--- src/rtl/memreg_pkg.sv ---
// Shared pipeline and data-bus types for the memory-stage register.
// Bus types live in common; pipeline entry and the register's FSM state live in pipes.
package common;

   typedef struct packed {
      logic        valid;
      logic [63:0] addr;
      logic [2:0]  size;
      logic [7:0]  strobe;
      logic [63:0] data;
   } dbus_req_t;

   typedef struct packed {
      logic        addr_ok;
      logic        data_ok;
      logic [63:0] data;
   } dbus_resp_t;

endpackage

package pipes;

   typedef struct packed {
      logic        valid;
      logic [63:0] pc;
      logic [1:0]  memRw;
      logic [63:0] result;
      logic [4:0]  rd;
   } execute_data_t;

   typedef enum logic [1:0] {
      IDLE      = 2'd0,
      WAIT_DATA = 2'd1,
      HOLD      = 2'd2
   } memreg_state_t;

endpackage

--- src/rtl/memreg_if.sv ---
// Data-bus connection between the memory-stage register and the bus.
interface memreg_if;
   common::dbus_req_t  dreq;
   common::dbus_resp_t dresp;

   modport master (output dreq, input dresp);
   modport slave  (input dreq, output dresp);
endinterface

--- src/rtl/memreg.sv ---
// Execute->memory pipeline register that owns the data-bus access of its entry:
// issues the request once, stalls until data returns, and holds the data while frozen.
module memreg
   import common::*, pipes::*;
(
   input  logic          clk,
   input  logic          reset,
   input  execute_data_t dataE_nxt,
   input  logic          stall_ext,
   input  logic          flush,
   output execute_data_t dataE,
   input  dbus_req_t     dreq_in,
   memreg_if.master      dbus,
   output dbus_resp_t    dresp_o,
   output logic          mem_stall
);

   memreg_state_t state;
   logic [63:0]   held;
   logic          flush_pending;

   logic req, complete, advance, bubble, load;

   always_comb begin
      req       = dataE.valid && dreq_in.valid;
      dbus.dreq = '0;
      dresp_o   = req ? dbus.dresp : '0;
      complete  = 1'b0;
      mem_stall = 1'b0;
      unique case (state)
         IDLE: begin
            if (req) dbus.dreq = dreq_in;
            complete  = req && dbus.dresp.data_ok;
            mem_stall = req && !dbus.dresp.data_ok;
         end
         WAIT_DATA: begin
            // address already accepted: keep the request on the bus until data returns
            dbus.dreq       = dreq_in;
            dbus.dreq.valid = 1'b1;
            complete        = dbus.dresp.data_ok;
            mem_stall       = !dbus.dresp.data_ok;
         end
         HOLD: begin
            dresp_o         = '0;
            dresp_o.data_ok = 1'b1;
            dresp_o.data    = held;
         end
         default: ;
      endcase
      advance = !mem_stall && !stall_ext;
      // a direct flush beats stall_ext; a deferred flush waits for a normal advance
      bubble  = !mem_stall && (flush || (flush_pending && !stall_ext));
      load    = advance || bubble;
   end

   always_ff @(posedge clk or posedge reset) begin
      if (reset) begin
         state         <= IDLE;
         dataE         <= '0;
         held          <= '0;
         flush_pending <= 1'b0;
      end else begin
         if (bubble)       dataE <= '0;
         else if (advance) dataE <= dataE_nxt;

         if (load)                    flush_pending <= 1'b0;
         else if (flush && mem_stall) flush_pending <= 1'b1;

         if (complete) held <= dbus.dresp.data;

         unique case (state)
            IDLE: begin
               if (complete)                        state <= load ? IDLE : HOLD;
               else if (req && dbus.dresp.addr_ok)  state <= WAIT_DATA;
            end
            WAIT_DATA: if (complete) state <= load ? IDLE : HOLD;
            HOLD:      if (load)     state <= IDLE;
            default:   state <= IDLE;
         endcase
      end
   end

endmodule

--- src/flat_wrapper.sv ---
// flat-port wrapper written by rule: the top's interface ports become plain ports
module memreg_flat import common::*, pipes::*;
  (clk, reset, dataE_nxt, stall_ext, flush, dataE, dreq_in, dresp_o, mem_stall, dbus_dreq, dbus_dresp);
  memreg_if dbus_i ();
  input  logic clk;
  input  logic reset;
  input  execute_data_t dataE_nxt;
  input  logic stall_ext;
  input  logic flush;
  output execute_data_t dataE;
  input  dbus_req_t dreq_in;
  output dbus_resp_t dresp_o;
  output logic mem_stall;
  output wire logic [$bits(dbus_i.dreq)-1:0] dbus_dreq;
  input wire logic [$bits(dbus_i.dresp)-1:0] dbus_dresp;
  assign dbus_dreq = dbus_i.dreq;
  assign dbus_i.dresp = dbus_dresp;
  memreg u_core (.clk(clk), .reset(reset), .dataE_nxt(dataE_nxt), .stall_ext(stall_ext), .flush(flush), .dataE(dataE), .dreq_in(dreq_in), .dbus(dbus_i), .dresp_o(dresp_o), .mem_stall(mem_stall));
endmodule
--- config.mk ---
export PLATFORM = sky130hd
export DESIGN_NAME = memreg_flat
export DESIGN_NICKNAME = d
export VERILOG_FILES = /design/src/rtl/memreg_pkg.sv /design/src/rtl/memreg_if.sv /design/src/rtl/memreg.sv /design/src/flat_wrapper.sv
export SDC_FILE = /design/constraint.sdc
export NUM_CORES = 1
export LEC_CHECK = 0
export ABC_AREA = 1
export BUFFER_PORTS_ARGS = -buffer_cell sky130_fd_sc_hd__buf_2
export CAP_MARGIN = 10
export CORE_AREA = 2 2 264 266
export DETAILED_ROUTE_END_ITERATION = 16
export DIE_AREA = 0 0 266 268
export PLACE_DENSITY_LB_ADDON = 0.1
export SKIP_LAST_GASP = 1
export SLEW_MARGIN = 0
export SYNTH_ARGS = -nofsm -noshare
export SYNTH_HDL_FRONTEND = slang
export SYNTH_SLANG_ARGS = --single-unit
--- constraint.sdc ---
create_clock -name clk -period 15.3 [get_ports clk]
set_input_delay 2.295 -clock clk [delete_from_list [all_inputs] [get_ports clk]]
set_output_delay 2.295 -clock clk [all_outputs]
set_load 0.005 [all_outputs]
== After elaboration in Yosys (flattened, before gate mapping) ==
Cells that the tools add are included.
Operators by class
  eq/ne operators: 5
  reductions and logical operators: 17
  muxes and demuxes: 16
Operator list (number)
  one-hot mux 140 bit (2 select lines): 1
  2-to-1 mux 136 bit: 2
  2-to-1 mux 140 bit: 1
  2-to-1 mux 66 bit: 2
  2-to-1 mux 2 bit: 5
  logical AND 1 bit: 8
  one-hot mux 2 bit (3 select lines): 1
  inequality test 2 x 1 -> 1 bit, second input constant: 2
  one-hot mux 1 bit (2 select lines): 2
  nonzero test 2 bit: 2
  logical NOT 1 bit: 3
  inequality test 3 x 1 -> 1 bit, second input constant: 1
  AND reduction 3 bit: 1
  == test 2 x 1 -> 1 bit, second input constant: 1
  == test 2 bit, second input constant: 1
  logical NOT 2 bit: 1
  logical OR 1 bit: 2
  2-to-1 mux 1 bit: 2
Word-level totals
  output and inout bits: 343
  register bits after elaboration: 203
  logic and storage cells: 46
  bits of input ports: 346

== Depth between registers and ports, before layout ==
Gate-level depths: netlist of the first run.
  word-level depth: 9
  depth in mapped cells: 9

== Least setup slack after synthesis of the first run ==
Ideal clock, no wire load.
  path kind: input -> output
  from: in dreq_in[139] (netlist bit)
  to: out dresp_o[49] (netlist bit)
  stages: 4
  data required time: 13005 ps
  arrival time: 3069 ps
  path slack: 9936 ps
  cell sequence: nand2_1 clkbuf_1 buf_2 o31ai_1
RTL lines
  start, declared: RTL line flat_wrapper.sv:11  | input dbus_req_t dreq_in;
  end, declared: RTL line flat_wrapper.sv:12  | output dbus_resp_t dresp_o;

== Worst setup path after layout of the first run ==
  from: in dreq_in[139] (netlist bit)
  to: out dbus_dreq[34]
On the way
  longest elaborated chain between the ends: 3
RTL lines
  logical AND 1 bit: RTL line memreg.sv:25  | req = dataE.valid && dreq_in.valid;
  2-to-1 mux 140 bit: RTL line memreg.sv:32  | if (req) dbus.dreq = dreq_in;
  one-hot mux 140 bit (2 select lines): RTL line memreg.sv:30  | unique case (state)
  end, declared: RTL line flat_wrapper.sv:14  | output wire logic [$bits(dbus_i.dreq)-1:0] dbus_dreq;
No other way between the ends.

==> metrics.txt, run 1 <==
outcome finished clean; drt first-iter violations 533; Post-Syn Nets 1700; setup ws final 8.64 ns; Tightest Pin Transition 0.963 ns; CTS sink cnt 203; Routed WL 55500 µm; worst hold path type reg -> reg; Die Ht 268 µm; drt pass-1 iters 5; hold-fix buffers at CTS 0; critical path capture point type output pin; Fin Clk Skew 0.00574 ns; Final Hold Fails 0; setup total negative slack 0 ns; critical path type in -> out; clk buf depth 3; CP Launch Type primary input; Synth Area per Inst 7.52 µm²; core area 68200 µm²; post_cts resized 0; sequential fraction of the synthesis area 0.499; post-placement worst setup slack 8.68 ns; Final #Nets 2323; power density cells 143 nW/µm²; Max-Cap Viols 0; commonest cells after routing, fill and taps aside buf_2 (688), nand2_1 (395), inv_1 (211); multi-input combinational cell area 3830 µm²; worst endpoint data arrival time 4.36 ns; Fmax 150 MHz; Syn Inst Count 1354; fillers 7746; total grt overflow 0; boundary pin count 689; Final Slew Violations 0; CTS Root Cell clkbuf_16; Port Buf Inserts 688; die area 71300 µm²; Final setup viols 0; post-CTS setup buffers 0; CP Max Fanout 102; first-pass GRT wire length 77600 µm; worst vdd ir 0.0859 mV; register bit total from synthesis 203; RSZ-0062 raised after global routing false; starting density of the core 0.149; Via density 3.98; CTS Buf Count 28; Worst-path clk slew 0.06 ns; synthesis-to-layout area growth 51.2%; die width 266 µm; total number of vias 11463; gr usage total 0.147; H-tree depth 1; worst-skew pair later-pin latency 0.55 ns; Yosys top cell by area dfrtp_1; antenna viol nets, final 0; WL/cell 19.3 µm; most common cell after layout, fill and taps aside buf_2; mapped cell area 10200 µm²; Residual DRC 0; hpwl dp 41700 µm; Tmin final 6.66 ns; placement row count 96; top cell type's share of synthesized area 0.499; leakage 9.35 nW; Synth warnings 0; Rel. slew slack 0.358; post-synth cell types 18; Final Cycle Share 0.435; ratio of cells with drive above 1 in the final layout 0.381; initial antenna violation count 28; CTS tree yes; CP required 13.01 ns; pin count of the biggest net entering global routing 103; Area contributors post-synth dfrtp_1 (50%), nand2_1 (15%), nand4_1 (8.4%), inv_1 (7.8%), nor2_1 (5.5%); sequential cell area 5080 µm²; GP Congestion 0.792; vias in the first global route 11188
-- worst max-delay path, stage by stage --
cell and delay [ns]:
buf_2 0.12, nand3_1 0.08, nand2_1 0.27, inv_4 0.40
buf_4 0.78, nor2_1 0.14, buf_2 0.18
-- registers in the layout (all words and copies together), names as in the netlist --
signal and cells:
u_core.state 2, u_core.dataE 136, u_core.held 64, u_core.flush_pending 1
-- synth_stat cells --
library cell,count
buf_1,7
nand3_2,1
nor2_1,149
nand4_1,136
a21boi_0,1
a21oi_1,7
o31ai_1,58
buf_2,52
inv_2,2
nand3_1,10
o21ai_0,67
dfrtp_1,203
clkbuf_2,1
clkbuf_1,36
nand2_1,398
or2_1,1
inv_1,213
buf_4,12
-- path summary, 6_finish.rpt --
check / from / endpoint / slack [ns] / cells past startpoint
min: u_core.dataE[81]$_DFFE_PP0P_ / u_core.dataE[81]$_DFFE_PP0P_ / 0.47 / 2
max reg2reg: u_core.state[1]$_DFFE_PP0P_ / u_core.dataE[101]$_DFFE_PP0P_ / 12.20 / 8
min in group asynchronous: reset / u_core.dataE[126]$_DFFE_PP0P_ / 1.81 / 2
max: dreq_in[139] / dbus_dreq[34] / 8.64 / 7
min reg2reg: u_core.dataE[81]$_DFFE_PP0P_ / u_core.dataE[81]$_DFFE_PP0P_ / 0.47 / 2
max in group asynchronous: reset / u_core.dataE[52]$_DFFE_PP0P_ / 11.32 / 4
-- power by group --
part | total, W | switching [W] | internal (W)
Clock | 0.000720 | 0.000267 | 0.000452
Sequential | 0.000752 | 0.0000725 | 0.000680
Combinational | 0.000729 | 0.000464 | 0.000266
-- routing by layer --
layer	vias up	track usage	part of all wire
li1	5513	-	-
met1	5375	0.159	0.37
met2	452	0.279	0.53
met3	105	0.0377	0.070
met4	18	0.0402	0.029
met5	-	0	0.0021
-- kinds of logic after synthesis --
family,Yosys count,synth area share
and+or+nand+nor,695,0.292
AOI/OAI and AO/OA,133,0.0798
buffers and inverters,323,0.130
DFF,203,0.499
-- layout make-up --
type | count | share of cell area
repair buffers | 701 | 0.230
diodes | 1 | 0.000162
clock inverters | 8 | 0.00788
multi-input cells | 828 | 0.249
inverters | 215 | 0.0530
well taps | 882 | 0.0716
flip-flops and latches | 203 | 0.330
clock buffers | 44 | 0.0586
-- per-stage QoR --
step           instance area [µm²]  total power (W)  hold WS, ns  instances  utilization
6_report                     15400          0.00220        0.474       2882        0.226
5_1_grt                      15400          0.00237        0.493       2881        0.226
4_1_cts                      15400          0.00226        0.476       2881        0.226
3_5_place_dp                 14400          0.00151        0.460       2829        0.211
3_3_place_gp                 14400          0.00150        0.459       2829        0.211
2_1_floorplan                10200          0.00115        0.453       1354            -
Note: power is estimated with default switching activity, not from simulation.
==> inputs of run 2 (changes only) <==
--- a/config.mk
+++ b/config.mk
@@ -8,9 +8,9 @@
 export ABC_AREA = 1
 export BUFFER_PORTS_ARGS = -buffer_cell sky130_fd_sc_hd__buf_2
 export CAP_MARGIN = 10
-export CORE_AREA = 2 2 264 266
+export CORE_AREA = 2 2 266 268
 export DETAILED_ROUTE_END_ITERATION = 16
-export DIE_AREA = 0 0 266 268
+export DIE_AREA = 0 0 268 270
 export PLACE_DENSITY_LB_ADDON = 0.1
 export SKIP_LAST_GASP = 1
 export SLEW_MARGIN = 0
==> constraint.sdc (replaced) <==
create_clock -name clk -period 5.4 [get_ports clk]
set_input_delay 0.81 -clock clk [delete_from_list [all_inputs] [get_ports clk]]
set_output_delay 0.81 -clock clk [all_outputs]
set_load 0.005 [all_outputs]
==> run 2 against run 1 <==
Non-clock buffer count increased by 5. Flip-flop and latch count unchanged. Wire length increased by 0.17%. Largest cell class unchanged. Die area grew 1.5%.
==> metrics.txt, run 2 (synthesis gave the netlist of run 1 again) <==
Via density 3.91 (was 3.98); worst-skew pair later-pin latency 0.56 ns (was 0.55 ns); Biggest register u_core.dataE (unchanged); CTS sink cnt 203 (unchanged); total stage count of the critical path 7 (unchanged); Worst Path Buf+Inv 4 (unchanged); clk buf depth 3 (unchanged); switch share 0.367 (was 0.365); WL/cell 18.8 µm (was 19.3 µm); CP required 4.59 ns (was 13.01 ns); synthesis-to-layout area growth 52.3% (was 51.2%); Reg2Reg Setup Slack 2.43 ns (was 12.20 ns); Largest regs u_core.dataE x136, u_core.held x64, u_core.state x2 (unchanged); CP Max Fanout 94 (was 102); worst endpoint data arrival time 2.84 ns (was 4.36 ns); placement row count 97 (was 96); post-CTS setup buffers 0 (unchanged); CP Launch Type flip-flop (was primary input); Slowest cell on crit path inv_4 (was buf_4); Critical R2R Launch u_core.dataE[135]$_DFFE_PP0P_ (was u_core.state[1]$_DFFE_PP0P_); Post-Layout Cell Count 2955 (was 2882); clock network fraction of total power 0.321 (was 0.327); leakage 9.35 nW (about the same); Tmin final 3.65 ns; Routed WL 55600 µm (was 55500 µm); Worst Reg-to-Reg Cells 7 (was 8); RSZ-0062 raised after global routing false (unchanged); drt first-iter violations 538 (was 533); worst hold path type in -> async (was reg -> reg); placed cell count 2892 (was 2829); H-tree depth 1 (unchanged); antenna viol nets, final 0 (unchanged); Residual DRC 0 (unchanged); total number of vias 11562 (was 11463); Pint 0.00395 W (was 0.00140 W); switching power 0.00229 W (was 0.000803 W); Combinational Power Share 0.337 (was 0.331); pin count of the biggest net entering global routing 119 (was 103); starting density of the core 0.146 (was 0.149); Final Slew Violations 0 (unchanged); Tightest Pin Transition 1.05 ns (was 0.963 ns); hold-fix buffers at CTS 0 (unchanged); first-pass GRT wire length 78500 µm (was 77600 µm); max incr delay on CP 0.68 ns (was 0.78 ns); ratio of cells with drive above 1 in the final layout 0.380 (was 0.381); Final setup viols 0 (unchanged); initial antenna violation count 40 (was 28); Fin Clk Skew 0.0179 ns (was 0.00574 ns); boundary pin count 689 (unchanged); Fmax 274 MHz; total grt overflow 0 (unchanged); Worst-path clk slew 0.06 ns (about the same); post_cts resized 0 (unchanged); Final Cycle Share 0.676; hpwl dp 41900 µm (was 41700 µm); CTS Buf Count 28 (unchanged); CTS Root Cell clkbuf_16 (unchanged); Final #Nets 2328 (was 2323); Rel. slew slack 0.296 (was 0.358); die area 72400 µm² (was 71300 µm²); vias in the first global route 11407 (was 11188); critical path capture point type output pin (unchanged); outcome finished clean (unchanged); worst vdd ir 0.250 mV (was 0.0859 mV); crit path cell chain inv_1 -> nand2_1 -> nand2_1 -> inv_4 -> buf_4 -> nor2_1 -> buf_2 (was buf_2 -> nand3_1 -> nand2_1 -> inv_4 -> buf_4 -> nor2_1 -> buf_2); GP Congestion 0.815 (was 0.792); die width 268 µm (was 266 µm); setup total negative slack 0 ns (unchanged); Max-Cap Viols 0 (unchanged); gr usage total 0.147 (about the same); CTS tree yes (unchanged); FF-to-FF End u_core.dataE[15]$_DFFE_PP0P_ (was u_core.dataE[101]$_DFFE_PP0P_); drt pass-1 iters 5 (unchanged); register share of total power 0.342 (about the same); Final Hold Fails 0 (unchanged); cell family with most CP delay buffers and inverters (unchanged); commonest cells after routing, fill and taps aside buf_2 (688), nand2_1 (395), inv_1 (211) (unchanged); Die Ht 270 µm (was 268 µm); Port Buf Inserts 688 (unchanged); Largest register FFs 136 (unchanged); most common cell after layout, fill and taps aside buf_2 (unchanged); core area 69500 µm² (was 68200 µm²); power density cells 402 nW/µm² (was 143 nW/µm²); post-layout util 0.223 (was 0.226); CP dominant cell by count nand2_1 (was buf_2); critical path type reg -> out (was in -> out)
run 2: worst max-delay path by stage:
| stage | startpoint | endpoint | slack [ns] |
|---|---|---|---|
| final | u_core.state[1]$_DFFE_PP0P_ | dbus_dreq[83] | 1.75 |
| after detailed placement | dreq_in[139] | dbus_dreq[17] | 1.94 |
| after global placement | dreq_in[139] | dbus_dreq[8] | 1.98 |
| after global routing | u_core.state[1]$_DFFE_PP0P_ | dbus_dreq[65] | 1.54 |
| after CTS | u_core.state[1]$_DFFE_PP0P_ | dbus_dreq[17] | 1.67 |
| after floorplan | reset | u_core.dataE[0]$_DFFE_PP0P_ | 1.96 |
run 2: final cells by class:
type                    instances  area [µm²]
fillers                      7984       54000
flip-flops and latches        203        5080
multi-input cells             828        3830
repair buffers                706        3590
well taps                     940        1180
clock buffers                  46         890
inverters                     215         813
clock inverters                 5         103
diodes                         12        30.0
run 2: power groups by stage:
stage | sequential, W | clock [W] | combinational [W]
global route | 0.00218 | 0.00215 | 0.00239
floorplan | 0.00214 | 0 | 0.00111
global placement | 0.00215 | 0 | 0.00217
CTS | 0.00213 | 0.00208 | 0.00217
finish | 0.00213 | 0.00200 | 0.00210
detailed placement | 0.00215 | 0 | 0.00217
run 2: layer usage:
layer	track usage	up-vias	part of all wire
met1	0.152	5438	0.36
met3	0.0318	108	0.064
met4	0.0465	18	0.026
li1	-	5537	-
met5	0	-	0.0020
met2	0.287	461	0.55
run 2: worst reg2reg max path, cell delays in order, from the launching register on:
cell and delay (ns):
dfrtp_1 0.47, nand2_2 0.63, inv_2 0.40, nand3_1 0.17, nand3_4 0.23, buf_4 0.70, nand2_1 0.19, nand2_1 0.10
run 2: per-stage QoR:
step	setup WS (ns)	area [µm²]	hold slack, ns	power (W)
finish	1.75	15500	0.220	0.00623
detailed placement	1.94	14500	0.460	0.00432
CTS	1.67	15500	0.198	0.00638
global route	1.54	15500	0.225	0.00673
floorplan	1.96	10200	0.453	0.00325
global placement	1.98	14500	0.458	0.00432
